[config.mk]
export PLATFORM = sky130hd
export DESIGN_NAME = ser
export DESIGN_NICKNAME = d
export VERILOG_FILES = /design/src/rtl/ser.sv
export SDC_FILE = /design/constraint.sdc
export NUM_CORES = 1
export LEC_CHECK = 0
export CAP_MARGIN = 20
export CORE_MARGIN = 2
export CORE_UTILIZATION = 55
export CTS_CLUSTER_SIZE = 8
export DETAILED_ROUTE_END_ITERATION = 10
export DONT_BUFFER_PORTS = 1
export PLACE_DENSITY_LB_ADDON = 0.1
export SKIP_CTS_REPAIR_TIMING = 1
export SYNTH_ARGS = -nofsm -noshare
export SYNTH_HDL_FRONTEND = slang
export SYNTH_SLANG_ARGS = --single-unit
[constraint.sdc]
create_clock -name clock -period 2.7 [get_ports clock]
set_clock_uncertainty 0.05 [all_clocks]
set_input_delay 0.675 -clock clock [delete_from_list [all_inputs] [get_ports clock]]
set_output_delay 0.675 -clock clock [all_outputs]
set_load 0.05 [all_outputs]
[src/rtl/ser.sv]
// Word serializer: accepts one WIDTH_INPUT-bit word per handshake and emits it
// as WIDTH_OUTPUT-bit chunks, least-significant first, one chunk per cycle.
module ser #(
    parameter int unsigned WIDTH_INPUT  = 32,
    parameter int unsigned WIDTH_OUTPUT = 8
) (
    input  logic                    clock,
    input  logic                    reset,
    input  logic                    I_Req,
    input  logic [WIDTH_INPUT-1:0]  I_Data,
    output logic                    O_Ready,
    input  logic                    I_Stall,
    output logic                    O_Valid,
    output logic [WIDTH_OUTPUT-1:0] O_Data,
    output logic                    O_Last
);

    localparam int unsigned NUM_CHUNK   = (WIDTH_INPUT + WIDTH_OUTPUT - 1) / WIDTH_OUTPUT;
    localparam int unsigned WIDTH_COUNT = (NUM_CHUNK > 1) ? $clog2(NUM_CHUNK) : 1;
    localparam int unsigned WIDTH_BUF   = NUM_CHUNK * WIDTH_OUTPUT;
    localparam logic [WIDTH_COUNT-1:0] LAST_COUNT = WIDTH_COUNT'(NUM_CHUNK - 1);

    typedef enum logic {
        IDLE = 1'b0,
        SEND = 1'b1
    } state_t;

    state_t                  state;
    logic [WIDTH_COUNT-1:0]  count;
    logic [WIDTH_BUF-1:0]    word_buf;
    logic [WIDTH_OUTPUT-1:0] chunk;
    logic                    busy;
    logic                    accept;
    logic                    advance;

    assign busy    = (state == SEND);
    assign O_Valid = busy;
    assign O_Last  = busy && (count == LAST_COUNT);
    assign O_Ready = !busy || (O_Last && !I_Stall);
    assign accept  = I_Req && O_Ready;
    assign advance = busy && !I_Stall;

    // Chunk select by constant-indexed compare so an unused count value
    // (non-power-of-two NUM_CHUNK) never indexes past the buffer.
    always_comb begin
        chunk = '0;
        for (int unsigned i = 0; i < NUM_CHUNK; i++) begin
            if (count == WIDTH_COUNT'(i)) begin
                chunk = word_buf[i*WIDTH_OUTPUT +: WIDTH_OUTPUT];
            end
        end
    end

    assign O_Data = busy ? chunk : '0;

    always_ff @(posedge clock) begin
        if (reset) begin
            state    <= IDLE;
            count    <= '0;
            word_buf <= '0;
        end else if (accept) begin
            // A new word overrides the end-of-word transition of the previous one.
            word_buf <= WIDTH_BUF'(I_Data);
            count    <= '0;
            state    <= SEND;
        end else if (advance) begin
            if (count == LAST_COUNT) begin
                state <= IDLE;
                count <= '0;
            end else begin
                count <= count + WIDTH_COUNT'(1);
            end
        end
    end

endmodule

# Word level (Yosys, flattened, before mapping)
# Cells that the tools add are included.
# word_totals
register_bits,35
input_bits,36
wordCells,28
# classes
n_addsub,1
n_eq_ne,3
n_mux,9
reduce_logical,12
# op_table
cell,count
8-bit 2-to-1 mux,5
"2-bit equality test, second input constant",2
1-bit logical AND,4
2-bit nonzero test,2
1-bit 2-to-1 mux,3
"2-bit by 1-bit adder with 2-bit output, second input constant",1
"2-bit by 1-bit equality test with 1-bit output, second input constant",1
1-bit logical NOT,2
2-bit logical NOT,1
2-bit 2-to-1 mux,1
2-bit AND reduction,1
2-bit OR reduction,1
1-bit logical OR,1

# Depth between registers and ports, before layout
# logic_depth
word_depth,7
mapped_depth,7
depth_no_buf,5

# Least setup slack after synthesis
# Ideal clock, no wire load.
# synth_path
path_kind,register to output
from,register count[1]
to,output O_Data[6]
arrival_time_ps,2291
required_ps,1975
slack_ps,-316
stages_incl_launch_ff,8
n_path_buf,2
path_cell_list,dfxtp_1 > inv_1 > ha_1 > buf_2 > nor2b_1 > buf_2 > a221oi_1 > o31ai_1
# synth_via
elab_chain_cells,6
word_cells_on_any_way,9
cone_classes,eq/ne (3); mux (5); reduce/logical (1)
# synth_rtl
item,line_no,text
"start, declared",29,logic [WIDTH_COUNT-1:0] count;
"start signal, assigned",71,count <= count + WIDTH_COUNT'(1);
2-bit logical NOT,48,if (count == WIDTH_COUNT'(i)) begin
8-bit 2-to-1 mux (3 in series),48,
8-bit 2-to-1 mux (*),48,
8-bit 2-to-1 mux (*),54,assign O_Data = busy ? chunk : '0;
"end, declared",14,"output logic [WIDTH_OUTPUT-1:0] O_Data,"
# Mark *: on every way between the ends. The rest lies on a longest branch, timed or not.

# Worst setup path in the final report
# layout_path
from,register count[1]
to,output O_Data[0]
# The elaborated chain is that of the path after synthesis.

==> metrics.yaml <==
outcome: "finished, final reports clean"
htreeDepth: 2
synth_top_family_by_area: "simple AND/OR/NAND/NOR gates"
async_flop_share_pct: 0
final.min_clock_period_ns: 2.63
crit_type: "reg2out"
cts_tree: "done"
routed_via_density: 5.50
track_usage_pct: 20.1
leakage_nw: 0.827
synth_edf_count: 0
critPathSlowestCell: "dfxtp_2"
ys_seq_elements: 35
ff_latch_area_um2: 703
die_area_um2: 3970
die_w_um: 63.0
synth_fa_ha_area_share_pct: 2.61
synth_area_leader_cell: "dfxtp_1"
drc: 0
yosysTopAreaCellShare_pct: 36.6
yosys_warnings: 0
cellPowerDensity_nw_per_um2: 504
syn_inst: 200
synthFlopType: "dfxtp_1"
fin_crit_sh_pct: 97.4
clkSlewWorstSetupHoldPaths_ns: 0.10
floorplan.initialDensity_pct: 57.4
gr-total-overflow: 0
cp.arrival_ns: 1.90
ant_nets: 0
grtUsageMet1_pct: 23.5
core_area_um2: 3340
area_delta_synth_final_pct: 11.2
dp_hpwl_mm: 2.82
port_buffers: 0
min-delay-start: "reset"
r2r_start: "count[0]"
drive_above_1_share_pct: 19.5
clock_latency_ns: 0.35
critPathMaxFanout: 9
endpoint_kind: "primary output"
slowest_delay_ns: 0.36
cts_root_buffer: "clkbuf_4"
ioPinCount: 47
cp-startpoint: "count[1]"
synth_fp_nets: 240
grt_max_degree: 68
first_pass_iters: 4
first_iter_violations: 48
yosys.area_share.simple_pct: 28.6
gp_congestion: 0.768
drt-wirelength-per-cell_um: 15.3
max_slew.worst_pin.slew_ns: 0.498
grt_use_met3_pct: 5.05
yosysSeqAreaShare_pct: 36.6
syn_area_per_cell_um2: 9.58
critical_path_buf_inv_count: 2
synth_compound_area_share_pct: 8.95
fill_cells: 302
setup_viol: 0
hp-class: "in2reg"
path_cells: "inv_1 -> ha_4 -> nor2b_4 -> a221oi_1 -> o31ai_2 -> buf_4"
first_global_vias: 1334
synthMuxAreaShare_pct: 17.2
grt_pass1_wl_mm: 6.14
row_count: 21
max_freq_mhz: 380
startpoint_type: "flop"
peakVddDrop_uv: 441
slew_violations: 0
holdWs_ns: 0.358
multi_input_area_um2: 1180
maxSlewHeadroom_pct: 67.1
num-nets-final: 244
ctsLongestPathBuffers: 2
hold_viol_final: 0
maxCapViolCount: 0
worstPathRequired_ns: 1.98
cts_buffers: 5
vias: 1381
antenna_found_initial: 0
drt-total-wl_mm: 3.84
synth_xor_area_share_pct: 0
synthTopCellsByArea: "dfxtp_1 (37%), nand2b_1 (21%), mux2i_1 (17%)"
grt-busiest-layer: "met2"
critPathTopFamily: "compound AO/OA/AOI/OAI gates"
antenna_cells: 0
fin_util_pct: 63.9
power_mw: 1.07
die_y_um: 63.0
netlist_area_um2: 1920
use_met2_pct: 34.0
clock-sinks: 35
ys_types: 22
-- sequential cells by signal, summed over array words and instances, names as in the netlist --
signal,cells
word_buf,32
O_Valid,1
count,2
-- synthesized netlist by cell type (all sizes together) (2+ instances only) --
master,number
inv,3
nand3,8
o31ai,8
a221oi,8
mux2i,33
a21oi,3
clkbuf,9
nor2b,10
nand2b,66
nand2,2
buf,7
ha,4
dfxtp,35
-- final timing paths --
check | cells after the start | endpoint | slack, ns
max | 6 | O_Data[0] | 0.07
min | 1 | count[0] | 0.36
max reg2reg | 6 | word_buf[2] | 1.06
min reg2reg | 2 | word_buf[29] | 0.43
-- cells in the final DEF (no fill, tap or decap), types with 2 or more instances in the layout --
| cell type | instances |
|---|---|
| clkbuf_4 | 5 |
| a221oi_2 | 3 |
| nand2_1 | 2 |
| nor2b_1 | 9 |
| clkbuf_8 | 2 |
| nand2b_1 | 65 |
| buf_4 | 11 |
| mux2i_1 | 33 |
| dfxtp_1 | 33 |
| inv_1 | 3 |
| a221oi_1 | 5 |
| ha_1 | 2 |
| nand3_1 | 8 |
| a21oi_1 | 2 |
| dfxtp_2 | 2 |
| o31ai_2 | 8 |
| buf_6 | 2 |
-- per-stage QoR --
step / TNS (ns) / std cells / worst slack [ns] / cell area, um2
after floorplan: -1.53 / 200 / -0.306 / 1930
after global placement: 0 / 243 / 0.239 / 2010
after detailed placement: 0 / 243 / 0.0978 / 2010
after CTS: -2.30 / 251 / -0.305 / 2080
after global routing: -0.00607 / 251 / -0.00607 / 2130
final: 0 / 251 / 0.0708 / 2130
-- report_power, final --
part	leakage [nW]	switching, mW	internal (mW)	total, mW
Sequential	0.289	0.0233	0.549	0.572
Combinational	0.501	0.0904	0.0789	0.169
Clock	0.0375	0.180	0.152	0.332
Total	0.827	0.293	0.780	1.07
-- cell type report --
type,count,area share [%]
Sequential cell,35,33.0
Timing Repair Buffer,13,4.93
Multi-Input combinational cell,146,55.4
Inverter,3,0.528
Clock buffer,7,3.05
Tap cell,46,2.70
Clock inverter,1,0.352
-- routing by layer --
layer | vias up | wire, um | share of wire, %
met5 | - | 0 | 0
met2 | 37 | 1830 | 48
li1 | 688 | - | -
met4 | 0 | 79 | 2.1
met3 | 8 | 186 | 4.8
met1 | 648 | 1740 | 45
-- cell families (layout without fill, tap and decap cells) --
logic type	count (synthesis)	after routing
and+or+nand+nor	89	89
DFF	35	35
muxes	33	33
AOI/OAI and AO/OA	20	20
adders and majority gates	4	4
buffers and inverters	19	24
Note: power is estimated with default switching activity, not from simulation.
